### src/rtl/char_buffer_writer_if.sv
// Byte-stream handshake plus grid/cursor outputs between a character feeder and char_buffer_writer.
// The writer sits on the slave side; the feeder (UART RX or sequencer) drives the master side.
interface char_buffer_writer_if #(
    parameter int NUM_CELLS = 20
);
    localparam int CW = $clog2(NUM_CELLS);

    logic [7:0]                  i_byte;
    logic                        i_byte_dv;
    logic                        o_ready;
    logic                        i_clear;
    logic [NUM_CELLS-1:0][7:0]   o_characters;
    logic [CW-1:0]               o_cursor;
    logic                        o_update;
    logic                        o_busy;

    modport master (
        output i_byte, i_byte_dv, i_clear,
        input  o_ready, o_characters, o_cursor, o_update, o_busy
    );

    modport slave (
        input  i_byte, i_byte_dv, i_clear,
        output o_ready, o_characters, o_cursor, o_update, o_busy
    );
endinterface

### src/rtl/char_buffer_writer.sv
// Interprets a byte stream into a ROWS x COLUMNS character grid with cursor; clear and scroll
// are sequenced one cell per cycle with back-pressure while they run.
module char_buffer_writer #(
    parameter int         COLUMNS    = 10,
    parameter int         ROWS       = 2,
    parameter logic [7:0] BLANK_CHAR = 8'h20
) (
    input  logic                 i_clk,
    input  logic                 i_reset_n,
    char_buffer_writer_if.slave  bus
);
    localparam int NUM_CELLS = COLUMNS * ROWS;
    localparam int CW        = $clog2(NUM_CELLS);
    localparam int IW        = CW + 1;

    localparam logic [IW-1:0] IDX_LAST     = IW'(NUM_CELLS - 1);
    localparam logic [IW-1:0] IDX_COPY_END = IW'(NUM_CELLS - COLUMNS);
    localparam logic [CW-1:0] CUR_LAST     = CW'(NUM_CELLS - 1);
    localparam logic [CW-1:0] LAST_ROW     = CW'((ROWS - 1) * COLUMNS);
    localparam logic [CW-1:0] COLS_C       = CW'(COLUMNS);

    typedef enum logic [1:0] {IDLE, CLEAR, SCROLL} state_t;

    state_t          state_reg, state_next;
    logic [IW-1:0]   idx_reg, idx_next;
    logic [CW-1:0]   cursor_reg, cursor_next;
    logic [CW-1:0]   target_reg, target_next;
    logic            pending_reg, pending_next;
    logic            update_reg, update_next;
    logic            busy_reg;
    logic [7:0]      cells_reg [NUM_CELLS];

    logic            wr_en;
    logic [CW-1:0]   wr_addr;
    logic [7:0]      wr_data;
    logic            accept;
    logic [CW-1:0]   col;
    logic [CW-1:0]   src_addr;

    assign bus.o_ready  = (state_reg == IDLE) && !pending_reg && !bus.i_clear;
    assign accept       = bus.o_ready && bus.i_byte_dv;
    assign col          = cursor_reg % COLS_C;
    // Only used while idx is below the copy boundary, so it never exceeds the last cell.
    assign src_addr     = idx_reg[CW-1:0] + COLS_C;

    always_comb begin
        state_next   = state_reg;
        idx_next     = idx_reg;
        cursor_next  = cursor_reg;
        target_next  = target_reg;
        pending_next = pending_reg | bus.i_clear;
        update_next  = 1'b0;
        wr_en        = 1'b0;
        wr_addr      = cursor_reg;
        wr_data      = BLANK_CHAR;

        unique case (state_reg)
            IDLE: begin
                if (pending_reg) begin
                    state_next   = CLEAR;
                    idx_next     = '0;
                    pending_next = bus.i_clear;
                end else if (accept) begin
                    if (bus.i_byte >= 8'h20 && bus.i_byte <= 8'h7E) begin
                        wr_en   = 1'b1;
                        wr_data = bus.i_byte;
                        if (cursor_reg == CUR_LAST) begin
                            state_next  = SCROLL;
                            idx_next    = '0;
                            target_next = LAST_ROW;
                        end else begin
                            cursor_next = cursor_reg + 1'b1;
                            update_next = 1'b1;
                        end
                    end else begin
                        case (bus.i_byte)
                            8'h08: if (cursor_reg != '0) begin
                                cursor_next = cursor_reg - 1'b1;
                                wr_en       = 1'b1;
                                wr_addr     = cursor_reg - 1'b1;
                                update_next = 1'b1;
                            end
                            8'h0D: cursor_next = cursor_reg - col;
                            8'h0A: begin
                                if (cursor_reg < LAST_ROW) begin
                                    cursor_next = cursor_reg + COLS_C;
                                end else begin
                                    // On the last row the column is kept, so the target is the cursor itself.
                                    state_next  = SCROLL;
                                    idx_next    = '0;
                                    target_next = cursor_reg;
                                end
                            end
                            8'h0C: begin
                                state_next = CLEAR;
                                idx_next   = '0;
                            end
                            default: ;
                        endcase
                    end
                end
            end
            CLEAR: begin
                wr_en    = 1'b1;
                wr_addr  = idx_reg[CW-1:0];
                idx_next = idx_reg + 1'b1;
                if (idx_reg == IDX_LAST) begin
                    cursor_next = '0;
                    state_next  = IDLE;
                    update_next = 1'b1;
                end
            end
            SCROLL: begin
                wr_en    = 1'b1;
                wr_addr  = idx_reg[CW-1:0];
                wr_data  = (idx_reg < IDX_COPY_END) ? cells_reg[src_addr] : BLANK_CHAR;
                idx_next = idx_reg + 1'b1;
                if (idx_reg == IDX_LAST) begin
                    cursor_next = target_reg;
                    state_next  = IDLE;
                    update_next = 1'b1;
                end
            end
            default: state_next = IDLE;
        endcase
    end

    always_ff @(posedge i_clk or negedge i_reset_n) begin
        if (!i_reset_n) begin
            state_reg   <= IDLE;
            idx_reg     <= '0;
            cursor_reg  <= '0;
            target_reg  <= '0;
            pending_reg <= 1'b0;
            update_reg  <= 1'b0;
            busy_reg    <= 1'b0;
        end else begin
            state_reg   <= state_next;
            idx_reg     <= idx_next;
            cursor_reg  <= cursor_next;
            target_reg  <= target_next;
            pending_reg <= pending_next;
            update_reg  <= update_next;
            busy_reg    <= (state_next != IDLE);
        end
    end

    always_ff @(posedge i_clk or negedge i_reset_n) begin
        if (!i_reset_n) begin
            for (int i = 0; i < NUM_CELLS; i++) cells_reg[i] <= BLANK_CHAR;
        end else if (wr_en) begin
            cells_reg[wr_addr] <= wr_data;
        end
    end

    // Cell 0 lands in the most significant byte, like an SV string literal.
    for (genvar gi = 0; gi < NUM_CELLS; gi++) begin : g_pack
        assign bus.o_characters[NUM_CELLS-1-gi] = cells_reg[gi];
    end

    assign bus.o_cursor = cursor_reg;
    assign bus.o_update = update_reg;
    assign bus.o_busy   = busy_reg;
endmodule

### src/flat_wrapper.sv
// flat-port wrapper written by rule: the top's interface ports become plain ports
module char_buffer_writer_flat 
#(
    parameter int         COLUMNS    = 10,
    parameter int         ROWS       = 2,
    parameter logic [7:0] BLANK_CHAR = 8'h20
)
  (i_clk, i_reset_n, bus_i_byte, bus_i_byte_dv, bus_i_clear, bus_o_ready, bus_o_characters, bus_o_cursor, bus_o_update, bus_o_busy);
  char_buffer_writer_if #(.NUM_CELLS(((10) * ROWS))) bus_i ();
  input  logic i_clk;
  input  logic i_reset_n;
  input wire logic [$bits(bus_i.i_byte)-1:0] bus_i_byte;
  input wire logic [$bits(bus_i.i_byte_dv)-1:0] bus_i_byte_dv;
  input wire logic [$bits(bus_i.i_clear)-1:0] bus_i_clear;
  output wire logic [$bits(bus_i.o_ready)-1:0] bus_o_ready;
  output wire logic [$bits(bus_i.o_characters)-1:0] bus_o_characters;
  output wire logic [$bits(bus_i.o_cursor)-1:0] bus_o_cursor;
  output wire logic [$bits(bus_i.o_update)-1:0] bus_o_update;
  output wire logic [$bits(bus_i.o_busy)-1:0] bus_o_busy;
  assign bus_i.i_byte = bus_i_byte;
  assign bus_i.i_byte_dv = bus_i_byte_dv;
  assign bus_i.i_clear = bus_i_clear;
  assign bus_o_ready = bus_i.o_ready;
  assign bus_o_characters = bus_i.o_characters;
  assign bus_o_cursor = bus_i.o_cursor;
  assign bus_o_update = bus_i.o_update;
  assign bus_o_busy = bus_i.o_busy;
  char_buffer_writer #(.COLUMNS(COLUMNS), .ROWS(ROWS), .BLANK_CHAR(BLANK_CHAR)) u_core (.i_clk(i_clk), .i_reset_n(i_reset_n), .bus(bus_i));
endmodule
### config.mk
export PLATFORM = sky130hd
export DESIGN_NAME = char_buffer_writer_flat
export DESIGN_NICKNAME = d
export VERILOG_FILES = /design/src/rtl/char_buffer_writer_if.sv /design/src/rtl/char_buffer_writer.sv /design/src/flat_wrapper.sv
export SDC_FILE = /design/constraint.sdc
export NUM_CORES = 1
export LEC_CHECK = 0
export ABC_AREA = 0
export CAP_MARGIN = 20
export CORE_MARGIN = 3
export CORE_UTILIZATION = 45
export CTS_CLUSTER_DIAMETER = 60
export DETAILED_ROUTE_END_ITERATION = 12
export PLACE_DENSITY = 0.7
export SLEW_MARGIN = 0
export SYNTH_ARGS = -nofsm -noshare
export SYNTH_HDL_FRONTEND = slang
export SYNTH_SLANG_ARGS = --single-unit
### constraint.sdc
create_clock -name i_clk -period 4.7 [get_ports i_clk]
set_input_delay 0.94 -clock i_clk [delete_from_list [all_inputs] [get_ports i_clk]]
set_output_delay 0.94 -clock i_clk [all_outputs]
set_load 0.01 [all_outputs]
==> impl_summary.log <==
INFO  metric final.period_utilization = 86.91%
INFO  metric core_area = 21220 um2
INFO  metric p_per_area = 397.5 nW/um2
INFO  metric power.sequential.fraction = 34.6%
INFO  metric globalRouteOverflowTotal = 0
INFO  metric finalCriticalPeriod = 4.085 ns
INFO  metric cp_data_arrival_time = 4.39 ns
INFO  metric worstHoldPathType = reg2reg
INFO  metric final.setup.worst_slack = 0.6153 ns
INFO  metric leakage = 5.401 nW
INFO  metric drtPass1Iterations = 5
INFO  metric die_w = 153.5 um
INFO  metric drv_cap = 0
INFO  metric maximum_number_of_pins_on_one_net_before_global_route_repair = 80
INFO  metric drive_above_1_share = 35.22%
INFO  metric worst_path_max_delay_cell = or4_1
INFO  metric post_cts.repair.setup_buffers = 0
INFO  metric first_global_vias = 7305
INFO  metric timing_hold_violations_final = 0
INFO  metric drv_slew = 0
INFO  metric route.antenna.remaining_nets = 0
INFO  metric power.share.combinational = 37.0%
INFO  metric worst-slew-pin-transition = 0.9132 ns
INFO  metric first_pass_grt_wire_length = 45.28 mm
INFO  metric register_area = 4557 um2
INFO  metric largest_register_ff_count = 160
INFO  metric gr-usage-all-layers = 24.61%
INFO  metric synth-edff-count = 0
INFO  metric synth_compound_gate_area_share = 7.538%
INFO  metric cellInternalPower = 0.003090 W
INFO  metric design_power_total = 0.004994 W
INFO  metric critical_path.cell_chain = clkdlybuf4s50_1, or4_1, or3_1, o311ai_0, nand2_1, nor3_1, and2_1, mux2_2
INFO  metric timing.setup.critical_path_class = in2reg
INFO  metric design.die.area = 23570 um2
INFO  metric setup.worst_path.start_class = input pin
INFO  metric fraction_of_the_mapped_netlist_area_in_simple_logic_gates = 8.892%
INFO  metric clkLatencyLatePin = 0.43 ns
INFO  metric clkSinkCount = 181
INFO  metric route.detailed.wl_per_inst = 23.87 um
INFO  metric hold_buffers = 0
INFO  metric synth-seq-area-share = 46.51%
INFO  metric worstPathMaxFanout = 8
INFO  metric io_buffers = 179
INFO  metric crit_required = 5.00 ns
INFO  metric multi_input_logic_area = 4954 um2
INFO  metric antenna_cells = 0
INFO  metric detailed_place_hpwl = 20.70 mm
INFO  metric number_of_flip_flops_and_latches_in_the_synthesized_netlist = 181
INFO  metric grt_antenna_before_repair = 0
INFO  metric cp-end-kind = register
INFO  metric cts_buffer_depth = 2
INFO  metric post_synth_instance_area = 9793 um2
INFO  metric fin_worst_skew = 0.01348 ns
INFO  metric row_count = 53
INFO  metric flow.area_growth_from_synthesis = 28.29%
INFO  metric power_spent_charging_and_discharging_nets = 0.001904 W
INFO  metric syn-instance-count = 747
INFO  metric cts_tree = done
INFO  metric place_ws = 0.1510 ns
INFO  metric drt_first_iter_violations = 515
INFO  metric yosys_warnings = 0
INFO  metric synth_mux_area_share = 30.34%
INFO  metric detail_route.wirelength = 28.93 mm
INFO  metric outcome = completed
INFO  metric crit_family = simple AND/OR/NAND/NOR gates
INFO  metric place.gp.congestion = 0.8735
INFO  metric critical_path.n_buffers_inverters = 1
INFO  metric slew-limit-headroom = 39.11%
INFO  metric unrepaired_setup_endpoints_after_global_routing = no
INFO  metric post_synth_num_cell_types = 78
INFO  metric routed-via-count = 7221
INFO  metric fmax = 0.2448 GHz
INFO  metric clock-root-buffer = clkbuf_16
INFO  metric crit_path_largest_cell_delay = 0.58 ns
INFO  metric die_h = 153.5 um
INFO  metric post_synth_fa_ha_maj_area_fraction = 2.300%
INFO  metric post-route-drc-count = 0
INFO  metric cts_buffers = 17
INFO  metric synthesized_nets = 777
INFO  metric total_of_endpoints_with_negative_setup_slack_in_the_final_report = 0
INFO  metric ioPinCount = 180
INFO  metric effective_utilization_at_floorplan = 46.15%
INFO  metric largest_family_of_logic_cells_by_synthesized_area = multiplexers
INFO  metric nets = 954
INFO  metric swShare = 38.13%
INFO  metric via_per_inst = 5.958
INFO  metric fin_tns_setup = 0 ns
INFO  metric synth_async_sr_flop_share = 100.0%
INFO  metric cts.reportedPaths.clkPinSlew = 0.07 ns
INFO  metric postCtsResizedCells = 0
INFO  metric n_fill_cell = 1778
INFO  metric part_of_the_power_in_the_clock_network = 28.4%
INFO  metric postSynth.topFlopCell = dfrtp_1
INFO  metric max-vdd-ir-drop = 0.2746 mV
INFO  metric post_synth.cell_area_avg = 13.11 um2
INFO  metric synth_xor_area_share = 1.431%
INFO  metric maximum_level_of_the_cts_h_tree = 4
power groups by stage:
stage	Sequential [W]	Clock [W]	Combinational, W
after detailed placement	0.00176	0	0.00185
after floorplan	0.00169	0	0.00139
after global placement	0.00175	0	0.00183
after global routing	0.00174	0.00151	0.00200
final	0.00173	0.00142	0.00185
after CTS	0.00173	0.00144	0.00185
worst min-delay path, stage by stage, from the launching register on:
cell and delay (ns):
dfrtp_1 0.35, nand2_1 0.05, nand2_1 0.05
layer usage:
layer / part of all wire [%] / vias to the layer above / GRT usage (%)
met5: 0 / - / 0
met2: 48 / 243 / 38.27
li1: - / 3175 / -
met4: 2.0 / 0 / 6.182
met3: 6.6 / 32 / 7.036
met1: 44 / 3771 / 34.44
stage by stage:
step                      cells  util (%)  hold WS (ns)  area [um2]
final                      1212     59.20        0.4778       12560
after global routing       1212     59.20        0.5255       12560
after CTS                  1212     59.20        0.4820       12560
after detailed placement   1180     56.46        0.4655       11980
after global placement     1180     56.46        0.4530       11980
after floorplan             747         -        0.4394        9793
layout by cell type, fill, tap and decap left out, drive strengths merged, types with 14 or more instances in the layout:
cell and count:
clkbuf 18, nor2 24, buf 33, nand3 22, a21oi 14, mux2 165
dfstp 20, clkdlybuf4s50 178, nand2 40, mux4 48, o21ai 29, dfrtp 161
inv 26, ha 18
cell usage after synthesis (all sizes together) (3+ instances only):
library cell  instances  area share, %
a22oi                 5           0.38
nand4                 5           0.38
mux4                 48             11
a221oi                3           0.33
o21ai                29            1.5
nor2b                 5           0.32
a41oi                 3           0.27
inv                  17           0.65
nand2b                3           0.19
xnor2                 8           0.72
clkbuf               35            1.3
and2                  6           0.38
xor2                  8           0.72
buf                  18           0.96
a31oi                 4           0.26
a21oi                14           0.83
nor3                 10           0.84
a21o                  6           0.46
a211oi                3           0.23
nor3b                 5           0.61
nor4                  4           0.72
dfrtp               161             41
a32oi                 7           0.63
nor2                 24           0.97
nand3b                3           0.23
mux2                165             19
dfstp                20            5.4
a32o                  3           0.31
nand2                40            1.6
nand3                22            1.3
ha                   18            2.3
final cells by class:
cell class | instances | share of cell area, %
Timing Repair Buffer | 211 | 16.38
Multi-Input combinational cell | 495 | 39.43
Inverter | 18 | 0.5378
Sequential cell | 181 | 36.27
Clock buffer | 18 | 3.416
Clock inverter | 14 | 1.225
Tap cell | 275 | 2.739
cell families (layout without fill, tap and decap cells):
| kind of cell | count (synthesis) | in the layout |
|---|---|---|
| muxes | 215 | 215 |
| DFF | 181 | 181 |
| and+or+nand+nor | 142 | 142 |
| AOI/OAI and AO/OA | 104 | 104 |
| buffers and inverters | 71 | 261 |
| adders and majority gates | 18 | 18 |
| xor gates and xnor gates | 16 | 16 |
path summary, 6_finish.rpt:
kind	cells past startpoint	slack, ns	start	to
worst max-delay path	8	0.62	bus_i_byte[5]	u_core.bus.o_characters[110]$_DFFE_PN0P_
worst min-delay path	2	0.48	u_core.target_reg[3]$_DFFE_PN0P_	u_core.target_reg[3]$_DFFE_PN0P_
worst max register to register	13	0.96	u_core.bus.o_cursor[2]$_DFFE_PN0P_	u_core.bus.o_cursor[4]$_DFFE_PN0P_
worst min register to register	2	0.48	u_core.target_reg[3]$_DFFE_PN0P_	u_core.target_reg[3]$_DFFE_PN0P_
max in group asynchronous	2	3.19	i_reset_n	u_core.bus.o_characters[149]$_DFFE_PN1P_
min in group asynchronous	1	0.53	i_reset_n	u_core.bus.o_characters[28]$_DFFE_PN0P_
(Power assumes the default switching activity.)
